File: config.mk
export PLATFORM = sky130hd
export DESIGN_NAME = instruction_fetch
export DESIGN_NICKNAME = d
export VERILOG_FILES = /design/src/rtl/instruction_fetch_pkg.sv /design/src/rtl/instruction_fetch_pc_next.sv /design/src/rtl/instruction_fetch.sv
export SDC_FILE = /design/constraint.sdc
export NUM_CORES = 1
export LEC_CHECK = 0
export BUFFER_PORTS_ARGS = -buffer_cell sky130_fd_sc_hd__buf_2
export CORE_UTILIZATION = 56
export DETAILED_ROUTE_END_ITERATION = 8
export GPL_ROUTABILITY_DRIVEN = 0
export PLACE_DENSITY = 0.92
export REMOVE_ABC_BUFFERS = 1
export SETUP_SLACK_MARGIN = 0.2
export SLEW_MARGIN = 20
export SYNTH_ARGS = -nofsm -noshare
export SYNTH_HDL_FRONTEND = slang
export SYNTH_SLANG_ARGS = --single-unit
File: constraint.sdc
create_clock -name clk -period 4 [get_ports clk]
set_input_delay 0.4 -clock clk [delete_from_list [all_inputs] [get_ports clk]]
set_output_delay 0.4 -clock clk [all_outputs]
set_load 0.01 [all_outputs]
File: src/rtl/instruction_fetch_pkg.sv
// Shared constants for the fetch stage: FSM encoding, instruction size,
// opcode field position and the default reset PC.
package instruction_fetch_pkg;

    typedef enum logic [1:0] {
        ST_IDLE  = 2'd0,
        ST_FETCH = 2'd1,
        ST_HOLD  = 2'd2,
        ST_FAULT = 2'd3
    } fetch_state_e;

    localparam int          INSTR_BYTES      = 4;
    localparam int          OPCODE_MSB       = 31;
    localparam int          OPCODE_LSB       = 21;
    localparam int          OPCODE_WIDTH     = OPCODE_MSB - OPCODE_LSB + 1;
    localparam logic [63:0] DEFAULT_RESET_PC = 64'h0;

    function automatic logic is_word_aligned(input logic [1:0] low_bits);
        return (low_bits == 2'b00);
    endfunction

endpackage

File: src/rtl/instruction_fetch_pc_next.sv
// Next-PC selection: sequential PC+4 or redirect target, plus the
// alignment check applied to redirect targets only.
module instruction_fetch_pc_next
    import instruction_fetch_pkg::*;
#(
    parameter int ADDR_WIDTH = 64
) (
    input  logic [ADDR_WIDTH-1:0] pc,
    input  logic                  branch_taken,
    input  logic [ADDR_WIDTH-1:0] branch_target,
    output logic [ADDR_WIDTH-1:0] next_pc,
    output logic                  misaligned
);

    // Sequential increment wraps naturally at the address width.
    always_comb begin
        next_pc    = pc + ADDR_WIDTH'(INSTR_BYTES);
        misaligned = 1'b0;
        if (branch_taken) begin
            next_pc    = branch_target;
            misaligned = !is_word_aligned(branch_target[1:0]);
        end else begin
            next_pc    = pc + ADDR_WIDTH'(INSTR_BYTES);
            misaligned = 1'b0;
        end
    end

endmodule

File: src/rtl/instruction_fetch.sv
// Fetch stage: owns the PC, issues requests to a variable-latency instruction
// memory, holds the fetched word for decode and counts retired instructions.
module instruction_fetch
    import instruction_fetch_pkg::*;
#(
    parameter int                    ADDR_WIDTH  = 64,
    parameter logic [ADDR_WIDTH-1:0] RESET_PC    = ADDR_WIDTH'(DEFAULT_RESET_PC),
    parameter int                    COUNT_WIDTH = 32
) (
    input  logic                    clk,
    input  logic                    reset,
    output logic                    imem_req,
    output logic [ADDR_WIDTH-1:0]   imem_addr,
    input  logic                    imem_ready,
    input  logic [31:0]             imem_rdata,
    output logic [31:0]             instr,
    output logic [OPCODE_WIDTH-1:0] opcode,
    output logic [ADDR_WIDTH-1:0]   pc,
    output logic                    instr_valid,
    input  logic                    advance,
    input  logic                    branch_taken,
    input  logic [ADDR_WIDTH-1:0]   branch_target,
    output logic [COUNT_WIDTH-1:0]  retired_count,
    output logic                    misalign_fault
);

    fetch_state_e           state_q, state_d;
    logic [ADDR_WIDTH-1:0]  pc_q, pc_d;
    logic [ADDR_WIDTH-1:0]  imem_addr_q, imem_addr_d;
    logic                   imem_req_q, imem_req_d;
    logic [31:0]            instr_q, instr_d;
    logic                   instr_valid_q, instr_valid_d;
    logic [COUNT_WIDTH-1:0] retired_count_q, retired_count_d;
    logic                   misalign_fault_q, misalign_fault_d;

    logic [ADDR_WIDTH-1:0]  next_pc_s;
    logic                   misaligned_s;

    instruction_fetch_pc_next #(
        .ADDR_WIDTH (ADDR_WIDTH)
    ) u_pc_next (
        .pc            (pc_q),
        .branch_taken  (branch_taken),
        .branch_target (branch_target),
        .next_pc       (next_pc_s),
        .misaligned    (misaligned_s)
    );

    // Next-state and register updates; anything not touched in a state holds.
    always_comb begin
        state_d          = state_q;
        pc_d             = pc_q;
        imem_addr_d      = imem_addr_q;
        imem_req_d       = imem_req_q;
        instr_d          = instr_q;
        instr_valid_d    = instr_valid_q;
        retired_count_d  = retired_count_q;
        misalign_fault_d = misalign_fault_q;

        case (state_q)
            ST_IDLE: begin
                state_d     = ST_FETCH;
                imem_req_d  = 1'b1;
                imem_addr_d = pc_q;
            end
            ST_FETCH: begin
                if (imem_ready) begin
                    instr_d       = imem_rdata;
                    instr_valid_d = 1'b1;
                    imem_req_d    = 1'b0;
                    state_d       = ST_HOLD;
                end else begin
                    state_d = ST_FETCH;
                end
            end
            ST_HOLD: begin
                if (advance) begin
                    instr_valid_d   = 1'b0;
                    retired_count_d = retired_count_q + COUNT_WIDTH'(1'b1);
                    // A misaligned redirect keeps pc on the faulting instruction.
                    if (misaligned_s) begin
                        misalign_fault_d = 1'b1;
                        state_d          = ST_FAULT;
                    end else begin
                        pc_d        = next_pc_s;
                        imem_addr_d = next_pc_s;
                        imem_req_d  = 1'b1;
                        state_d     = ST_FETCH;
                    end
                end else begin
                    state_d = ST_HOLD;
                end
            end
            ST_FAULT: begin
                imem_req_d    = 1'b0;
                instr_valid_d = 1'b0;
                state_d       = ST_FAULT;
            end
            default: begin
                state_d       = ST_IDLE;
                imem_req_d    = 1'b0;
                instr_valid_d = 1'b0;
            end
        endcase
    end

    // State register with synchronous reset.
    always_ff @(posedge clk) begin
        if (reset) begin
            state_q          <= ST_IDLE;
            pc_q             <= RESET_PC;
            imem_addr_q      <= RESET_PC;
            imem_req_q       <= 1'b0;
            instr_q          <= 32'h0;
            instr_valid_q    <= 1'b0;
            retired_count_q  <= '0;
            misalign_fault_q <= 1'b0;
        end else begin
            state_q          <= state_d;
            pc_q             <= pc_d;
            imem_addr_q      <= imem_addr_d;
            imem_req_q       <= imem_req_d;
            instr_q          <= instr_d;
            instr_valid_q    <= instr_valid_d;
            retired_count_q  <= retired_count_d;
            misalign_fault_q <= misalign_fault_d;
        end
    end

    assign imem_req       = imem_req_q;
    assign imem_addr      = imem_addr_q;
    assign instr          = instr_q;
    assign opcode         = instr_q[OPCODE_MSB:OPCODE_LSB];
    assign pc             = pc_q;
    assign instr_valid    = instr_valid_q;
    assign retired_count  = retired_count_q;
    assign misalign_fault = misalign_fault_q;

endmodule

Word-level counts from Yosys, hierarchy flattened
Index checks and enable logic that the tools add are counted.
{"block": "word_totals", "word_cells": 45, "in_bits": 101, "reg_bits": 197, "out_inout_bits": 206}
{"block": "classes", "add_sub_neg": 2, "n_eq_ne": 6, "muxes": 16, "n_reduce_logical": 12, "bitwise_logic": 1}
{"cell": "$mux W64", "count": 3}
{"cell": "$pmux W64 S2", "count": 1}
{"cell": "$add A64 B3 Y64 const B", "count": 1}
{"cell": "$add A32 B1 Y32 const B", "count": 1}
{"cell": "$reduce_and A3 Y1", "count": 5}
{"cell": "$pmux W2 S4", "count": 1}
{"cell": "$mux W1", "count": 6}
{"cell": "$mux W2", "count": 3}
{"cell": "$ne A2 B2 Y1 const B", "count": 3}
{"cell": "$eq A2 B2 Y1 const B", "count": 2}
{"cell": "$logic_not A2 Y1", "count": 2}
{"cell": "$pmux W1 S4", "count": 1}
{"cell": "$reduce_and A2 Y1", "count": 2}
{"cell": "$pmux W1 S3", "count": 1}
{"cell": "$reduce_bool A3 Y1", "count": 1}
{"cell": "$eq A2 B1 Y1 const B", "count": 1}
{"cell": "$reduce_bool A2 Y1", "count": 1}
{"cell": "$logic_not A1 Y1", "count": 1}
{"cell": "$not A1 Y1", "count": 1}

Logic depth before layout (Yosys ltp)
Gate-level depths: netlist of the first run.
{"block": "depth", "word_depth": 6, "mapped_depth": 9, "depth_no_buf": 7}

Modules after synthesis
Synthesis of the first run repeated with hierarchy kept, for this count alone.
{"block": "hier_totals", "hier_cells": 1348, "hier_area_um2": 9943.3}
{"mod": "instruction_fetch", "instances": 1, "seq_area_each_um2": 3943.8, "area_per_inst_um2": 7743.7, "cells_each": 985}
{"mod": "instruction_fetch_pc_next", "instances": 1, "seq_area_each_um2": 0.0, "area_per_inst_um2": 2199.6, "cells_each": 363}

Worst setup path after synthesis of the first run
No wires, ideal clock.
{"block": "synth_timing", "path_kind": "register -> register", "from": "reg pc_q[3] (netlist: pc[3])", "to": "reg pc_q[54] (netlist: pc[54])", "path_slack_ns": 1.221, "stages_incl_launch_ff": 9, "n_path_buf": 1, "t_required_ns": 3.868, "setup_ns": 0.132, "arrival_ns": 2.646, "period_less_slack_ns": 2.779, "path_cell_list": "dfxtp_1 > ha_1 > clkbuf_1 > nand4_1 > or4_1 > nor4_1 > nand3_1 > a21oi_1 > o32ai_1"}
{"block": "synth_via", "elab_chain_cells": 2}
{"item": "from (decl)", "line": "instruction_fetch.sv:28", "text": "logic [ADDR_WIDTH-1:0] pc_q, pc_d;"}
{"item": "from (signal assigned)", "line": "instruction_fetch.sv:120", "text": "pc_q <= pc_d;"}
{"item": "$add A64 B3 Y64", "line": "instruction_fetch_pc_next.sv:23", "text": "next_pc = pc + ADDR_WIDTH'(INSTR_BYTES);"}
{"item": "$mux W64", "line": "instruction_fetch_pc_next.sv:19", "text": "if (branch_taken) begin"}
No other way between the ends.
A chain may end at the register's enable or synchronous reset.

Worst setup path in the final report of the first run
{"block": "layout_timing", "from": "reg pc_q[5] (netlist: pc[5])", "to": "reg imem_addr_q[63] (netlist: imem_addr[63])"}
{"block": "layout_via", "elab_chain_cells": 5}
{"item": "$add A64 B3 Y64", "line": "instruction_fetch_pc_next.sv:23"}
{"item": "$mux W64", "line": "instruction_fetch_pc_next.sv:19"}
{"item": "$mux W64", "line": "instruction_fetch.sv:81", "text": "if (misaligned_s) begin"}
{"item": "$mux W64", "line": "instruction_fetch.sv:77", "text": "if (advance) begin"}
{"item": "$pmux W64 S2", "line": "instruction_fetch.sv:60", "text": "case (state_q)"}
{"item": "to (signal assigned)", "line": "instruction_fetch.sv:121", "text": "imem_addr_q <= imem_addr_d;"}
{"item": "to (decl)", "line": "instruction_fetch.sv:29", "text": "logic [ADDR_WIDTH-1:0] imem_addr_q, imem_addr_d;"}
No other way between the ends. The select of a mux whose other input is x is not followed.

==> results of run 1 <==
[sequential cells by signal, indices dropped and copies added, names as in the netlist]
register and count:
imem_addr 64, imem_req 1, instr 32, instr_valid 1, misalign_fault 1, pc 64
retired_count 32, state_q 2
[where the power goes]
| group | leakage (nW) | switching, mW | internal (mW) |
|---|---|---|---|
| clock network | 0.290 | 0.884 | 0.901 |
| logic | 3.12 | 0.325 | 0.181 |
| registers | 1.60 | 0.0750 | 2.02 |
[worst max-delay path by stage]
stage                                   from                    endpoint  slack [ns]  cells past startpoint
after floorplan             branch_target[1]  imem_addr[60]$_SDFFE_PP0P_       -0.85                      6
after global placement    pc[5]$_SDFFE_PP0P_  imem_addr[63]$_SDFFE_PP0P_        0.89                      6
after detailed placement  pc[5]$_SDFFE_PP0P_  imem_addr[63]$_SDFFE_PP0P_        0.77                      6
after CTS                 pc[5]$_SDFFE_PP0P_  imem_addr[63]$_SDFFE_PP0P_        0.75                      6
after global routing      pc[5]$_SDFFE_PP0P_  imem_addr[63]$_SDFFE_PP0P_        0.55                      6
final                     pc[5]$_SDFFE_PP0P_  imem_addr[63]$_SDFFE_PP0P_        0.69                      6
[area by class of cell]
cell class                      count  area (sq um)
Tap cell                          225           282
Clock inverter                     15           178
Sequential cell                   197          3940
Inverter                            9          33.8
Fill cell                        1373          5250
Timing Repair Buffer              331          1720
Multi-Input combinational cell    943          5460
Antenna cell                        1          2.50
Clock buffer                       17           425
[Yosys cell counts (5+ instances only)]
library cell,number
and3_1,24
dfxtp_1,197
clkbuf_1,99
a22o_1,5
a21o_1,10
o41ai_1,6
o221ai_1,15
and2_1,6
buf_1,10
nand3_1,58
xnor2_1,17
a31oi_1,10
a21oi_1,102
o21a_1,6
nand2_1,165
o221a_2,6
nand4_1,34
inv_1,9
o21ai_0,72
or2_2,5
and4_1,12
mux2i_1,7
a211oi_1,18
nor2_1,113
or4_1,13
nor4_1,22
xor2_1,33
o31ai_1,18
or3_1,18
o22ai_1,12
a22oi_1,13
o211ai_1,11
nor3_1,42
a311oi_1,5
a211o_1,5
buf_4,11
[cells by family (layout without fill, tap and decap cells)]
family          count (synthesis)  in the layout  synth area share
compound gates                356            356             0.235
fa+ha+maj                       2              2           0.00252
flops                         197            197             0.397
mux                             7              7           0.00706
xor+xnor                       50             50            0.0441
other cells                     0              1                 0
simple gates                  528            528             0.258
buf+inv                       135            372            0.0560
[per-stage QoR]
step | util | power, mW | hold WS (ns)
floorplan | - | 2.36 | 0.465
global placement | 0.661 | 2.62 | 0.431
detailed placement | 0.661 | 2.63 | 0.436
CTS | 0.696 | 4.37 | 0.175
global route | 0.697 | 4.50 | 0.181
finish | 0.697 | 4.39 | 0.183
[worst reg2reg max path: stages (launching register included)]
cell	delay (ns)
dfxtp_1	0.52
nand4_4	0.21
or4_1	0.78
or4_1	0.79
or4_1	0.53
o211a_1	0.15
a211oi_2	0.24
[routing by layer]
metal,wire [microns],vias up,GRT usage
met4,1790,0,0.202
met2,15300,848,0.561
met5,0,-,0
met3,4190,198,0.102
met1,12800,5169,0.475
li1,-,5107,-
[cell usage in the layout (no fill, tap or decap), types with 15 or more instances in the layout]
cell type  instances
a21oi_1          101
nor3_1            42
buf_2            305
a211oi_1          17
nor4_1            22
nand2_1          164
o21ai_0           72
buf_4             26
xnor2_1           17
clkbuf_16         17
nand3_1           58
xor2_1            33
and3_1            24
nor2_1           110
nand4_1           34
o221ai_1          15
o31ai_1           18
dfxtp_1          197
or3_1             18
==> results.yml, run 1 <==
outcome:
  status: "finished, final reports clean"
timing:
  drv_slew: 0
  fin_setup_tns_ns: 0
  hold_violations: 0
  setup_viol: 0
  relSlewSlack: 0.382
  fin_ws_ns: 0.688
  max_freq_mhz: 302
  min_period_ns: 3.31
  worstMarginPinSlew_ns: 0.920
  rsz0062_at_grt: "no"
  fin_skew_ns: 0.0100
  finalCritPeriodShare: 0.828
setup_path:
  crit_chain: "nand4_4, or4_1, or4_1, or4_1, o211a_1, a211oi_2"
  r2r-end: "imem_addr[63]$_SDFFE_PP0P_"
  endpoint_kind: "register"
  rr_startpoint: "pc[5]$_SDFFE_PP0P_"
  path_common_cell: "or4_1"
  crit_buf_inv: 0
  reg2reg_slack_ns: 0.69
  path_class: "register to register"
  required_ns: 4.35
  slowest_delay_ns: 0.79
  cp_max_fo: 11
  rr_worst_depth: 6
  worstPathArrival_ns: 3.67
  crit_family: "simple AND/OR/NAND/NOR gates"
  crit_slowest_cell: "or4_1"
  cp-start-kind: "register"
cells_and_area:
  num-nets-final: 1602
  synthToLayoutAreaGrowth_pct: 21.4
  drive_above_1_share: 0.258
  design_area_sq_um: 12100
  instances_no_fill: 1738
floorplan:
  ios: 307
  initial_core_util: 0.574
  die_area_sq_um: 18300
  dieWidth_microns: 135
  coreArea_sq_um: 17300
  rows: 48
  chipHeight_microns: 135
yosys:
  yosys_warnings: 0
  ys_ff_latch: 197
  ys_seq_area_frac: 0.397
  synth_edf_count: 0
  synthDominantCellAreaShare: 0.397
  yosysTopAreaCell: "dfxtp_1"
  yosysUniqueCellTypes: 67
  avgSynthCellArea_sq_um: 7.79
  yosys-top-cells-area: "dfxtp_1 (40%), nand2_1 (6.2%), a21oi_1 (5.1%)"
  syn-cell-area_sq_um: 9930
  synthArstFlopShare: 0
  synthCells: 1275
  ys.flop_type: "dfxtp_1"
cts:
  clock_sinks: 197
  cts_setup_buffers: 0
  post_cts_hold_buffer_count: 0
  ctsResizeCount: 0
  cts_tree: "done"
  clock_latency_ns: 0.45
  htreeDepth: 4
  clockBufferDepth: 2
  clockRootBuffer: "clkbuf_16"
  worst_setup_hold_path_clk_slew_ns: 0.08
  cts_buffers: 17
route:
  via_count: 11300
  remaining_drc_errors: 0
  dr.first_iter.drc_count: 1815
  final_antenna_net_count: 0
  post_drt_via_cell_ratio: 6.51
  finalWirelength_mm: 34.0
  wl_per_cell_microns: 19.6
  drt-pass1-iter-count: 6
placed_design:
  hpwl_mm: 23.0
  placed_area_sq_um: 11400
  preCtsSetupSlack_ns: 0.774
  io_buffers: 306
  dp_cells: 1705
global_routing:
  grt_first_pass_wirelength_mm: 53.1
  grt_overflow: 0
  grt_util_all_layers: 0.370
  antenna_found_initial: 1
  grt_pass1_vias: 10400
  grt_max_degree: 72
min_path:
  hold_path_end: "instr[3]$_SDFFE_PP0P_"
  hold_path_class: "primary input to register"
  whs_path_depth: 3
  hold_path.startpoint: "imem_rdata[3]"
pwr:
  leakage_nw: 5.00
  ir_drop_mv: 0.348
  power_density_nw_per_um2: 364
run:
  maxCapViolCount: 0
(Power assumes the default switching activity.)
==> inputs of run 2 (changes only) <==
Settings changed: CORE_UTILIZATION 56 to 47, PLACE_DENSITY 0.92 to 0.83.
Clock period 4 ns to 3 ns, I/O delays scaled along.
==> results.yml, run 2 (synthesized netlist as in run 1, its figures left out) <==
timing:
  hold_violations: 0
  max_freq_mhz: 373
  setup_viol: 0
  fin_setup_tns_ns: 0
  relSlewSlack: 0.261
  min_period_ns: 2.68
  worstMarginPinSlew_ns: 1.11
  finalCritPeriodShare: 0.895
  fin_hold_ws_ns: 0.0890
  fin_skew_ns: 0.0166
  drv_slew: 0
  rsz0062_at_grt: "no"
  fin_ws_ns: 0.316
cells_and_area:
  fillers: 1820
  num-nets-final: 1636
  drive_above_1_share: 0.277
  layout_commonest_cell: "buf_2"
  final_cell_mix: "buf_2 (305), dfxtp_1 (196), nand2_1 (164)"
  synthToLayoutAreaGrowth_pct: 25.7
  insertedDiodeCount: 0
placed_design:
  preCtsSetupSlack_ns: 0.207
  io_buffers: 306
  hpwl_mm: 24.0
route:
  wl_per_cell_microns: 19.2
  final_antenna_net_count: 0
  dr.first_iter.drc_count: 1171
  remaining_drc_errors: 0
  post_drt_via_cell_ratio: 6.23
  finalWirelength_mm: 34.9
  via_count: 11300
  drt-pass1-iter-count: 7
cts:
  clock_latency_ns: 0.45
  clockRootBuffer: "clkbuf_16"
  worst_setup_hold_path_clk_slew_ns: 0.08
  cts_tree: "done"
  clockBufferDepth: 2
  clock_sinks: 197
  htreeDepth: 4
  cts_buffers: 17
  post_cts_hold_buffer_count: 0
min_path:
  hold_path_class: "primary input to register"
pwr:
  fin_total_pwr_mw: 6.13
  pwr-share-clk: 0.432
  switching_share: 0.272
  power_density_nw_per_um2: 491
  power_frac_comb: 0.113
  p_int_mw: 4.46
  p_seq_frac: 0.455
  leakage_nw: 5.23
  ir_drop_mv: 0.385
  p_switching_mw: 1.67
setup_path:
  crit_slowest_cell: "or4_4"
  path_class: "register to register"
  crit_chain: "nand4_4, or4_4, or4_1, or4_1, o211a_1, a211oi_2"
  cp_max_fo: 8
  worstPathArrival_ns: 3.04
  endpoint_kind: "register"
  required_ns: 3.36
  cp-start-kind: "register"
  slowest_delay_ns: 0.62
  path_common_cell: "or4_1"
run:
  maxCapViolCount: 0
global_routing:
  grt_pass1_vias: 10400
  grt_first_pass_wirelength_mm: 54.1
  grt_max_degree: 101
  grt_util_all_layers: 0.312
  grt_overflow: 0
  antenna_found_initial: 1
floorplan:
  initial_core_util: 0.484
  coreArea_sq_um: 20500
  ios: 307
  dieWidth_microns: 147
  chipHeight_microns: 147
  rows: 52
  die_area_sq_um: 21700
outcome:
  status: "finished, final reports clean"
[run 2: area by class of cell]
type	count	area, sq um	share of cell area
clock inverters	15	239	0.0192
inverters	9	33.8	0.00271
flip-flops and latches	197	3950	0.316
repair buffers	365	2030	0.162
well taps	270	338	0.0271
multi-input cells	943	5470	0.438
clock buffers	17	425	0.0341
[run 2: metal layers]
| layer | track usage | wire (microns) |
|---|---|---|
| met1 | 0.401 | 13600 |
| met2 | 0.482 | 16100 |
| met3 | 0.0795 | 3920 |
| met4 | 0.164 | 1310 |
| met5 | 0 | 13 |
[run 2: critical path, delay by kind of cell (launching register included)]
| family | cells | cell delay, ns |
|---|---|---|
| flops | 1 | 0.38 |
| compound gates | 2 | 0.34 |
| simple gates | 4 | 1.87 |
[run 2: stage by stage]
step	std cells	area, sq um	util
after floorplan	1149	9410	-
after global placement	1782	11800	0.575
after detailed placement	1782	11800	0.575
after CTS	1816	12500	0.608
after global routing	1816	12500	0.609
final	1816	12500	0.609
[run 2: power groups by stage]
stage	Combinational, mW	Sequential (mW)	Clock [mW]
5_1_grt	0.745	2.80	2.76
2_1_floorplan	0.264	2.88	0
4_1_cts	0.683	2.79	2.65
3_3_place_gp	0.671	2.84	0
3_5_place_dp	0.679	2.85	0
6_report	0.695	2.79	2.65
[run 2: final timing paths]
kind	depth (start not counted)	slack (ns)	startpoint	to
hold reg to reg	1	0.45	imem_addr[36]$_SDFFE_PP0P_	imem_addr[36]$_SDFFE_PP0P_
hold / removal	3	0.09	imem_rdata[6]	instr[6]$_SDFFE_PP0P_
setup reg to reg	6	0.32	pc[7]$_SDFFE_PP0P_	imem_addr[63]$_SDFFE_PP0P_
setup / recovery	6	0.32	pc[7]$_SDFFE_PP0P_	imem_addr[63]$_SDFFE_PP0P_
[run 2: timing repair]
item                                    4_1_cts  5_1_grt
gates resized for setup                       0        4
pin swaps                                     1        0
endpoints found under the setup margin        1       12
buffers inserted                              2        0
==> inputs of run 3 (changes only) <==
Settings changed: CORE_ASPECT_RATIO from default to 1.5.
==> results.yml, run 3 (synthesized netlist as in run 1, its figures left out) <==
pwr:
  pwr-share-clk: 0.408
  power_density_nw_per_um2: 474
  fin_total_pwr_mw: 5.91
  leakage_nw: 5.23
  p_int_mw: 4.24
  switching_share: 0.282
  power_frac_comb: 0.120
  ir_drop_mv: 0.405
  p_seq_frac: 0.473
  p_switching_mw: 1.67
floorplan:
  initial_core_util: 0.482
  dieWidth_microns: 121
  coreArea_sq_um: 20600
  chipHeight_microns: 180
  die_area_sq_um: 21700
  ios: 307
  rows: 64
cells_and_area:
  drive_above_1_share: 0.278
  final_cell_mix: "buf_2 (305), dfxtp_1 (197), nand2_1 (164)"
  seq_area_sq_um: 3940
  multi_input_area_sq_um: 5480
  layout_commonest_cell: "buf_2"
  synthToLayoutAreaGrowth_pct: 25.5
  num-nets-final: 1642
  insertedDiodeCount: 0
  fillers: 1836
global_routing:
  grt_max_degree: 111
  grt_util_all_layers: 0.330
  antenna_found_initial: 0
  grt_overflow: 0
  grt_first_pass_wirelength_mm: 55.9
  grt_pass1_vias: 10400
cts:
  cts_tree: "done"
  clock_latency_ns: 0.45
  worst_setup_hold_path_clk_slew_ns: 0.08
  clockBufferDepth: 2
  post_cts_hold_buffer_count: 0
  htreeDepth: 4
  cts_buffers: 17
  clock_sinks: 197
  clockRootBuffer: "clkbuf_16"
placed_design:
  preCtsSetupSlack_ns: 0.233
  io_buffers: 306
  hpwl_mm: 25.7
timing:
  relSlewSlack: 0.351
  fin_skew_ns: 0.0130
  min_period_ns: 2.73
  finalCritPeriodShare: 0.910
  worstMarginPinSlew_ns: 0.972
  setup_viol: 0
  fin_ws_ns: 0.270
  hold_violations: 0
  drv_slew: 0
  max_freq_mhz: 366
  rsz0062_at_grt: "yes"
setup_path:
  cp-start-kind: "register"
  reg2reg_slack_ns: 0.27
  crit_family: "simple AND/OR/NAND/NOR gates"
  crit_buf_inv: 1
  path_class: "register to register"
  rr_worst_depth: 7
  worstPathArrival_ns: 3.05
  rr_startpoint: "pc[12]$_SDFFE_PP0P_"
  required_ns: 3.32
  crit_slowest_cell: "or4_1"
  endpoint_kind: "register"
  r2r-end: "imem_addr[40]$_SDFFE_PP0P_"
  cp_max_fo: 11
  slowest_delay_ns: 0.68
  crit_chain: "nand4_1, or2_2, buf_4, or4_1, or3_1, o2111ai_1, a21oi_1"
route:
  final_antenna_net_count: 0
  remaining_drc_errors: 0
  post_drt_via_cell_ratio: 6.23
  via_count: 11300
  drt-pass1-iter-count: 6
  finalWirelength_mm: 36.4
  dr.first_iter.drc_count: 1276
  wl_per_cell_microns: 20.1
min_path:
  hold_path_end: "instr[11]$_SDFFE_PP0P_"
  whs_path_depth: 3
  hold_path_class: "primary input to register"
  hold_path.startpoint: "imem_rdata[11]"
outcome:
  status: "finished, final reports clean"
run:
  maxCapViolCount: 0
[run 3: changes by cell type in the layout (fill, tap and decap cells not counted), sizes merged]
cell,previous run,this run
buf,365,371
bufinv,5,2
clkbuf,17,19
clkinv,1,4
clkinvlp,2,1
inv,16,15
[run 3: what timing repair did]
action                     CTS  global route
setup buffers                0             5
gates resized for setup      0             4
setup endpoints to repair    0            16
[run 3: layer usage]
metal  wire length [microns]  global-route usage  vias up
li1                        -                   -     5196
met1                   12900               0.381     5192
met2                   17700               0.550      758
met3                    3600              0.0679      174
met4                    2270               0.207        0
met5                       0                   0        -
[run 3: per-stage QoR]
stage	cell area (sq um)	instances	util	hold slack (ns)	setup TNS, ns
floorplan	9410	1149	-	0.365	-131.60
global placement	11800	1779	0.573	0.424	0
detailed placement	11800	1779	0.573	0.439	0
CTS	12400	1811	0.603	0.0686	0
global route	12500	1816	0.606	0.0784	0
finish	12500	1816	0.606	0.0789	0
[run 3: tightest hold or removal path, cell delays in order]
cell and delay (ns):
buf_2 0.09, nand2_1 0.04, a21oi_1 0.05
[run 3: cell type report]
class | count | area share
timing repair buffer | 371 | 0.166
sequential | 197 | 0.316
multi-input combinational | 943 | 0.440
clock inverter | 13 | 0.0131
clock buffer | 19 | 0.0355
inverter | 9 | 0.00271
tap | 264 | 0.0265
[run 3: how the worst max path moves through the flow]
| stage | cells past startpoint | start | end | slack (ns) |
|---|---|---|---|---|
| after global placement | 6 | pc[21]$_SDFFE_PP0P_ | pc[47]$_SDFFE_PP0P_ | 0.33 |
| after floorplan | 6 | state_q[1]$_SDFF_PP0_ | imem_addr[60]$_SDFFE_PP0P_ | -1.80 |
| after CTS | 7 | pc[2]$_SDFFE_PP0P_ | imem_addr[63]$_SDFFE_PP0P_ | 0.21 |
| after detailed placement | 6 | pc[21]$_SDFFE_PP0P_ | imem_addr[47]$_SDFFE_PP0P_ | 0.23 |
| final | 7 | pc[12]$_SDFFE_PP0P_ | imem_addr[40]$_SDFFE_PP0P_ | 0.27 |
| after global routing | 6 | pc[22]$_SDFFE_PP0P_ | pc[63]$_SDFFE_PP0P_ | 0.19 |
[run 3: power by group through the flow]
stage	sequential [mW]	combinational [mW]	clock, mW
6_report	2.79	0.708	2.41
5_1_grt	2.80	0.756	2.54
4_1_cts	2.79	0.688	2.44
3_5_place_dp	2.85	0.685	0
3_3_place_gp	2.85	0.676	0
2_1_floorplan	2.88	0.264	0
